<file path="config.mk">
export PLATFORM = sky130hd
export DESIGN_NAME = mem_access_ctrl
export DESIGN_NICKNAME = d
export VERILOG_FILES = /design/src/rtl/kgp_mem_pkg.sv /design/src/rtl/mem_lat_cnt.sv /design/src/rtl/mem_access_ctrl.sv
export SDC_FILE = /design/constraint.sdc
export NUM_CORES = 1
export LEC_CHECK = 0
export CAP_MARGIN = 20
export CORE_ASPECT_RATIO = 1.2
export CORE_MARGIN = 1.5
export CORE_UTILIZATION = 39
export CTS_BUF_LIST = sky130_fd_sc_hd__clkbuf_4
export CTS_CLUSTER_DIAMETER = 200
export DETAILED_ROUTE_END_ITERATION = 7
export PLACE_DENSITY_LB_ADDON = 0.2
export SLEW_MARGIN = 30
export SYNTH_ARGS = -nofsm -noshare
export SYNTH_HDL_FRONTEND = slang
export SYNTH_HIERARCHICAL = 1
export SYNTH_SLANG_ARGS = --single-unit
</file>
<file path="constraint.sdc">
create_clock -name clk -period 1.7 [get_ports clk]
set_clock_uncertainty 0.2 [all_clocks]
set_input_delay 0.255 -clock clk [delete_from_list [all_inputs] [get_ports clk]]
set_output_delay 0.255 -clock clk [all_outputs]
set_load 0.05 [all_outputs]
</file>
<file path="src/rtl/kgp_mem_pkg.sv">
// kgp_mem_pkg: shared FSM states, width/latency defaults and the byte-to-word
// address helper for the KGP-RISC data-memory access path.
package kgp_mem_pkg;
    typedef enum logic [1:0] {IDLE, ACCESS, WAIT, RESP} state_t;
    localparam int ADDR_W_DEF = 10;
    localparam int DATA_W_DEF = 32;
    localparam int RD_LAT_MIN = 1;
    localparam int RD_LAT_MAX = 4;
    localparam int LAT_CNT_W  = $clog2(RD_LAT_MAX);
    function automatic logic [31:0] byte_to_word(input logic [31:0] byte_addr);
        return byte_addr >> 2;
    endfunction
endpackage

</file>
<file path="src/rtl/mem_lat_cnt.sv">
// mem_lat_cnt: loadable down-counter with zero flag, used to wait out the
// data-memory read latency.
module mem_lat_cnt
    import kgp_mem_pkg::*;
#(
    parameter int W = LAT_CNT_W
) (
    input  logic         clk,
    input  logic         rst,
    input  logic         load,
    input  logic         dec,
    input  logic [W-1:0] load_val,
    output logic         zero
);
    logic [W-1:0] cnt;
    always_ff @(posedge clk or negedge rst) begin
        if (!rst)
            cnt <= '0;
        else if (load)
            cnt <= load_val;
        else if (dec && cnt != '0)
            cnt <= cnt - W'(1);
    end
    assign zero = cnt == '0;
endmodule

</file>
<file path="src/rtl/mem_access_ctrl.sv">
// mem_access_ctrl: load/store handshake bridge between execute, data memory and writeback.
// Optional MEM_ALIGN_CHECK_EN: misaligned requests respond with rsp_err instead of accessing memory.
module mem_access_ctrl
    import kgp_mem_pkg::*;
#(
    parameter int ADDR_W = ADDR_W_DEF,
    parameter int DATA_W = DATA_W_DEF,
    parameter int RD_LAT = 1
) (
    input  logic              clk,
    input  logic              rst,
    input  logic              req_valid,
    output logic              req_ready,
    input  logic              req_we,
    input  logic [31:0]       req_addr,
    input  logic [DATA_W-1:0] req_wdata,
    input  logic [4:0]        req_rd,
    output logic [ADDR_W-1:0] mem_addr,
    output logic [DATA_W-1:0] mem_wdata,
    output logic              mem_read,
    output logic              mem_write,
    input  logic [DATA_W-1:0] mem_rdata,
    output logic              rsp_valid,
    input  logic              rsp_ready,
    output logic [DATA_W-1:0] rsp_data,
    output logic [4:0]        rsp_rd,
    output logic              rsp_is_load,
    output logic              rsp_err
);
    state_t state, state_nx;
    logic we_q, mis, lat_zero, accept;
    logic [ADDR_W-1:0] addr_q;
    logic [DATA_W-1:0] wdata_q;
`ifdef MEM_ALIGN_CHECK_EN
    assign mis = req_addr[1:0] != 2'b00;
`else
    assign mis = 1'b0;
`endif
    assign accept = state == IDLE && req_valid;
    mem_lat_cnt u_lat (
        .clk     (clk),
        .rst     (rst),
        .load    (state == ACCESS),
        .dec     (state == WAIT),
        .load_val(LAT_CNT_W'(RD_LAT - RD_LAT_MIN)),
        .zero    (lat_zero)
    );
    always_ff @(posedge clk or negedge rst) begin
        if (!rst) begin
            state       <= IDLE;
            we_q        <= 1'b0;
            addr_q      <= '0;
            wdata_q     <= '0;
            rsp_data    <= '0;
            rsp_rd      <= '0;
            rsp_is_load <= 1'b0;
            rsp_err     <= 1'b0;
        end else begin
            state <= state_nx;
            if (accept) begin
                we_q        <= req_we;
                addr_q      <= ADDR_W'(byte_to_word(req_addr));
                wdata_q     <= req_wdata;
                rsp_data    <= '0;
                rsp_rd      <= req_rd;
                rsp_is_load <= !req_we;
                rsp_err     <= mis;
            end else if (state == WAIT && lat_zero) begin
                rsp_data <= mem_rdata;
            end
        end
    end
    // memory strobes are purely a function of the ACCESS state, so reset drops them at once
    always_comb begin
        state_nx  = state;
        req_ready = state == IDLE;
        rsp_valid = state == RESP;
        mem_read  = state == ACCESS && !we_q;
        mem_write = state == ACCESS && we_q;
        mem_addr  = state == ACCESS ? addr_q : '0;
        mem_wdata = mem_write ? wdata_q : '0;
        case (state)
            IDLE:    state_nx = req_valid ? (mis ? RESP : ACCESS) : IDLE;
            ACCESS:  state_nx = we_q ? RESP : WAIT;
            WAIT:    state_nx = lat_zero ? RESP : WAIT;
            default: state_nx = rsp_ready ? IDLE : RESP;
        endcase
    end
endmodule

</file>
**After elaboration in Yosys (flattened, before gate mapping)**

Index checks and enable logic that the tools add are counted.

- Add/sub/neg operators: 1
- Equal/unequal tests: 3
- Reduce and logical (&&, ||, !) cells: 12
- Muxes and demuxes: 11

Operators with widths:

| kind | number |
|---|---|
| $mux 32 | 3 |
| $mux 10 | 1 |
| $mux 2 | 3 |
| $pmux 2 s3 | 1 |
| $reduce_bool 2->1 | 3 |
| $logic_and 1x1->1 | 5 |
| $eq 2x2->1 const B | 2 |
| $logic_not 2->1 | 2 |
| $mux 1 | 3 |
| $eq 2x1->1 const B | 1 |
| $logic_not 1->1 | 2 |
| $sub 2x1->2 const B | 1 |

- Flip-flop bits (word level): 85
- Bits of input ports: 106
- Output and inout bits: 85
- Word-level logic and storage cells: 35

**Depth between registers and ports, before layout**

Gate-level depths: netlist of run 1.

- Word-level depth: 4
- Gate-level depth with buffers: 7
- Gate-level depth less buffers: 4

**By module**

The synthesis of run 1 kept the hierarchy.

By module, submodules not included:

| module | seq. area each (µm²) | area an instance (µm²) | instances | cells an instance |
|---|---|---|---|---|
| mem_access_ctrl | 2077.0 | 4067.7 | 1 | 318 |
| mem_lat_cnt | 50.0 | 131.4 | 1 | 13 |

**Worst setup path after synthesis of run 1**

No wires, ideal clock.

- Path type: register -> output
- From: reg state[1]
- To: out mem_read
- Data arrival time: 1.736 ns
- Data required time: 1.245 ns
- Stages on the path, launching flop included: 5
- Setup slack: -0.491 ns
- Path buffers: 1
- Cells stage by stage: dfrtp_1 -> inv_1 -> ha_1 -> clkbuf_1 -> nor2b_1

- Longest elaborated chain between the ends: 2

Ends and longest elaborated chain:

| element | RTL line | RTL |
|---|---|---|
| start: declaration | mem_access_ctrl.sv:30 | `state_t state, state_nx;` |
| start signal: assignment | mem_access_ctrl.sv:59 | `state <= state_nx;` |
| $eq 2x1->1 | mem_access_ctrl.sv:78 | `mem_read = state == ACCESS && !we_q;` |
| $logic_and 1x1->1 | mem_access_ctrl.sv:78 |  |
| end: declaration | mem_access_ctrl.sv:20 | `output logic mem_read,` |

No other way between the ends.

**Final worst setup path of run 1**

- From: reg state[1]
- To: out mem_wdata[3]

- Longest elaborated chain between the ends: 3

Ends and longest elaborated chain:

| element | RTL line | RTL |
|---|---|---|
| $eq 2x1->1 | mem_access_ctrl.sv:79 | `mem_write = state == ACCESS && we_q;` |
| $logic_and 1x1->1 | mem_access_ctrl.sv:79 |  |
| $mux 32 | mem_access_ctrl.sv:81 | `mem_wdata = mem_write ? wdata_q : '0;` |
| end: declaration | mem_access_ctrl.sv:19 | `output logic [DATA_W-1:0] mem_wdata,` |

No other way between the ends.

==> results of run 1 <==
[worst reg2reg max path: stages, from the launching register on]
cell,delay (ps)
dfrtp_1,430
buf_4,150
buf_6,120
inv_4,60
ha_4,140
buf_4,100
and2_4,220
clkbuf_16,180
mux2_4,290
[cells in the mapped netlist (all sizes together) (4+ instances only)]
cell type   n  share of area [%]
dfrtp      85                 51
and2       11                1.7
ha          5                1.5
clkbuf     14                1.3
and3       32                4.8
mux2       48                 17
buf        17                4.7
nand3      32                3.8
a21oi      33                3.9
inv         7               0.63
a21bo      32                7.6
nand2       4               0.36
[layer usage]
| metal | share of wire [%] | vias up | global-route usage, % |
|---|---|---|---|
| li1 | - | 1543 | - |
| met1 | 43 | 1598 | 24.8 |
| met2 | 49 | 121 | 30.4 |
| met3 | 6.6 | 10 | 5.63 |
| met4 | 1.2 | 0 | 6.00 |
| met5 | 0 | - | 0 |
[what timing repair did]
action / CTS / global route
pin swaps: 10 / 19
endpoints found under the setup margin: 47 / 129
cloned: 1 / 14
buffers inserted: 3 / 3
hold buffers: 1 / 0
endpoints found under the hold margin: 85 / 0
resized for setup: 23 / 35
[sequential cells by signal, indices dropped and copies added, names as in the netlist]
register,count
rsp_data,32
wdata_q,32
addr_q,10
rsp_rd,5
state,2
u_lat/cnt,2
rsp_is_load,1
we_q,1
[worst max path at each step]
stage | depth (start not counted) | end | slack [ps] | start
after global routing | 5 | mem_wdata[9] | -470 | state[1]
final | 5 | mem_wdata[3] | -380 | state[1]
after detailed placement | 4 | wdata_q[31] | -120 | req_valid
after global placement | 4 | wdata_q[31] | -100 | req_valid
after CTS | 5 | mem_wdata[18] | -410 | state[1]
after floorplan | 6 | addr_q[8] | -70 | state[1]
[stage by stage]
stage	hold WS, ps	setup WS, ps	area (µm²)	power (W)
finish	79.7	-375	7400	0.0137
detailed placement	-11.6	-122	6690	0.0116
floorplan	-241	-65.5	4390	0.00863
global placement	-11.0	-96.6	6690	0.0114
global route	60.0	-472	7400	0.0144
CTS	54.6	-412	6930	0.0129
[kinds of logic after synthesis]
logic type	Yosys count	share of synthesized area, %
adders and majority gates	5	1.49
muxes	50	17.4
AOI/OAI and AO/OA	68	12.3
and+or+nand+nor	84	11.6
other	1	0.0893
buffers and inverters	38	6.56
DFF	85	50.7
[area by class of cell]
type                    count  area share (%)
diodes                      1          0.0338
clock buffers              10            1.01
clock inverters             6           0.406
inverters                   7           0.389
multi-input cells         211            28.8
flip-flops and latches     85            28.8
well taps                 129            2.18
repair buffers            206            38.4
[power breakdown]
| part | internal (W) | total, W | leakage (nW) | switching (W) |
|---|---|---|---|---|
| Clock | 0.000301 | 0.000958 | 0.0610 | 0.000657 |
| Combinational | 0.00479 | 0.00932 | 2.13 | 0.00452 |
| Sequential | 0.00290 | 0.00345 | 1.05 | 0.000552 |
| Total | 0.00800 | 0.0137 | 3.24 | 0.00573 |
==> key figures, run 1 <==
Die
  • Die X: 97.7 µm
  • Ports: 191
  • Rows: 41
  • Die area: 11400 µm²
  • Initial core utilization: 39.9%
  • Die H: 117 µm
  • Core area: 10500 µm²

CTS
  • Max Buffers Root-to-Sink: 2
  • Root Buffer: clkbuf_4
  • Clk slew on worst S/H paths: 130 ps
  • CTS Sinks: 85
  • # H-tree levels: 3
  • TritonCTS clock tree: yes
  • Worst-Skew Late Latency: 420 ps
  • Cts bufs inserted: 9

Drt
  • WL per Instance: 17.8 µm
  • Vias/cell: 5.00
  • Iter 0 DRT Violations: 103
  • Post-Route WL: 11700 µm
  • Drt first pass iters: 4
  • Post-route antenna net violation count: 0
  • Drt drc: 0
  • Vias post-DR: 3272

Power
  • Leakage: 3.24 nW
  • Worst vdd ir: 0.000981 V
  • Pwr Density: 1860 nW/µm²

Finish
  • Most frequent cells in the layout: 85 x dfrtp_1, 82 x clkdlybuf4s50_1, 67 x buf_12
  • Fin cells: 655
  • Filler instances: 737
  • Final core utilization: 70.3%
  • Share of cells above drive strength 1: 55.2%
  • Register area: 2130 µm²
  • Synthesis-to-layout area growth: 76.2%
  • Final net count: 631
  • Area of the multi-input gates: 2130 µm²
  • Commonest non-fill, non-tap cell in the layout: dfrtp_1

Worst setup path
  • Worst reg2reg startpoint: state[0]
  • CP Class: reg2out
  • Delay-heaviest family, CP: flip-flops
  • CP peak stage delay: 410 ps
  • Crit path capture type: primary output
  • Worst R2R Setup Slack: -280 ps
  • CP bufs+invs: 3
  • Worst EP arrival: 1620 ps
  • CP Max Fanout: 16
  • CP dominant cell by count: buf_12
  • Critical Path RT: 1240 ps
  • Cell Chain, Critical Path: inv_2, ha_4, buf_12, and3_4, buf_12
  • Critical Path Slowest Stage Cell: dfrtp_1
  • CP Launch Type: flip-flop
  • Reg2Reg Depth: 8
  • Crit Reg-Reg Endpoint: rsp_rd[3]

Yosys
  • Synthesis Warnings: 6
  • Mapped Avg Cell Area: 12.7 µm²
  • Primary FF master, synth: dfrtp_1
  • Synth unique cells: 26
  • Ys async rst share: 100%
  • Number of flops mapped to enable cells by yosys: 0
  • Yosys reg bits: 85
  • Cells after synthesis: 331
  • Sequential area share after synthesis: 50.7%
  • Post-Synthesis Cell Area: 4200 µm²

Placement
  • Cells after DPL: 616
  • Dpl hpwl: 7270 µm
  • Routability cong.: 0.676
  • Port-buffer cells: 167

STA
  • Slew Viols, Final: 0
  • RSZ-0062 raised after global routing: true
  • Fmax: 0.482 GHz
  • Hold violation count in the final report: 0
  • Final min period: 2080 ps
  • TNS Setup: -31360 ps
  • Final-report setup violation count: 128
  • Setup WS post-layout: -375 ps
  • Final worst path period share: 122%

Status
  • Failing checks: negative setup slack
  • Outcome: finished, violations left

Global route
  • Initial antenna violation count: 1
  • Remaining Overflow, GRT: 0
  • GRT Util Overall: 18.9%
  • Pin count of the biggest net entering global routing: 56
  • Vias in the first global route: 3290
  • First-pass GRT wire length: 17000 µm

Worst hold path
  • Class of the worst hold path: in2async

Run
  • Max-cap violation count: 0
No activity file was read; power rests on OpenSTA's default activity.
==> run 2: changes to the inputs <==
--- a/config.mk
+++ b/config.mk
@@ -5,12 +5,10 @@
 export SDC_FILE = /design/constraint.sdc
 export NUM_CORES = 1
 export LEC_CHECK = 0
-export CAP_MARGIN = 20
 export CORE_ASPECT_RATIO = 1.2
 export CORE_MARGIN = 1.5
 export CORE_UTILIZATION = 39
 export CTS_BUF_LIST = sky130_fd_sc_hd__clkbuf_4
-export CTS_CLUSTER_DIAMETER = 200
 export DETAILED_ROUTE_END_ITERATION = 7
 export PLACE_DENSITY_LB_ADDON = 0.2
 export SLEW_MARGIN = 30
==> results of run 2 <==
Final layout, timing and power as in run 1 (identical DEF).
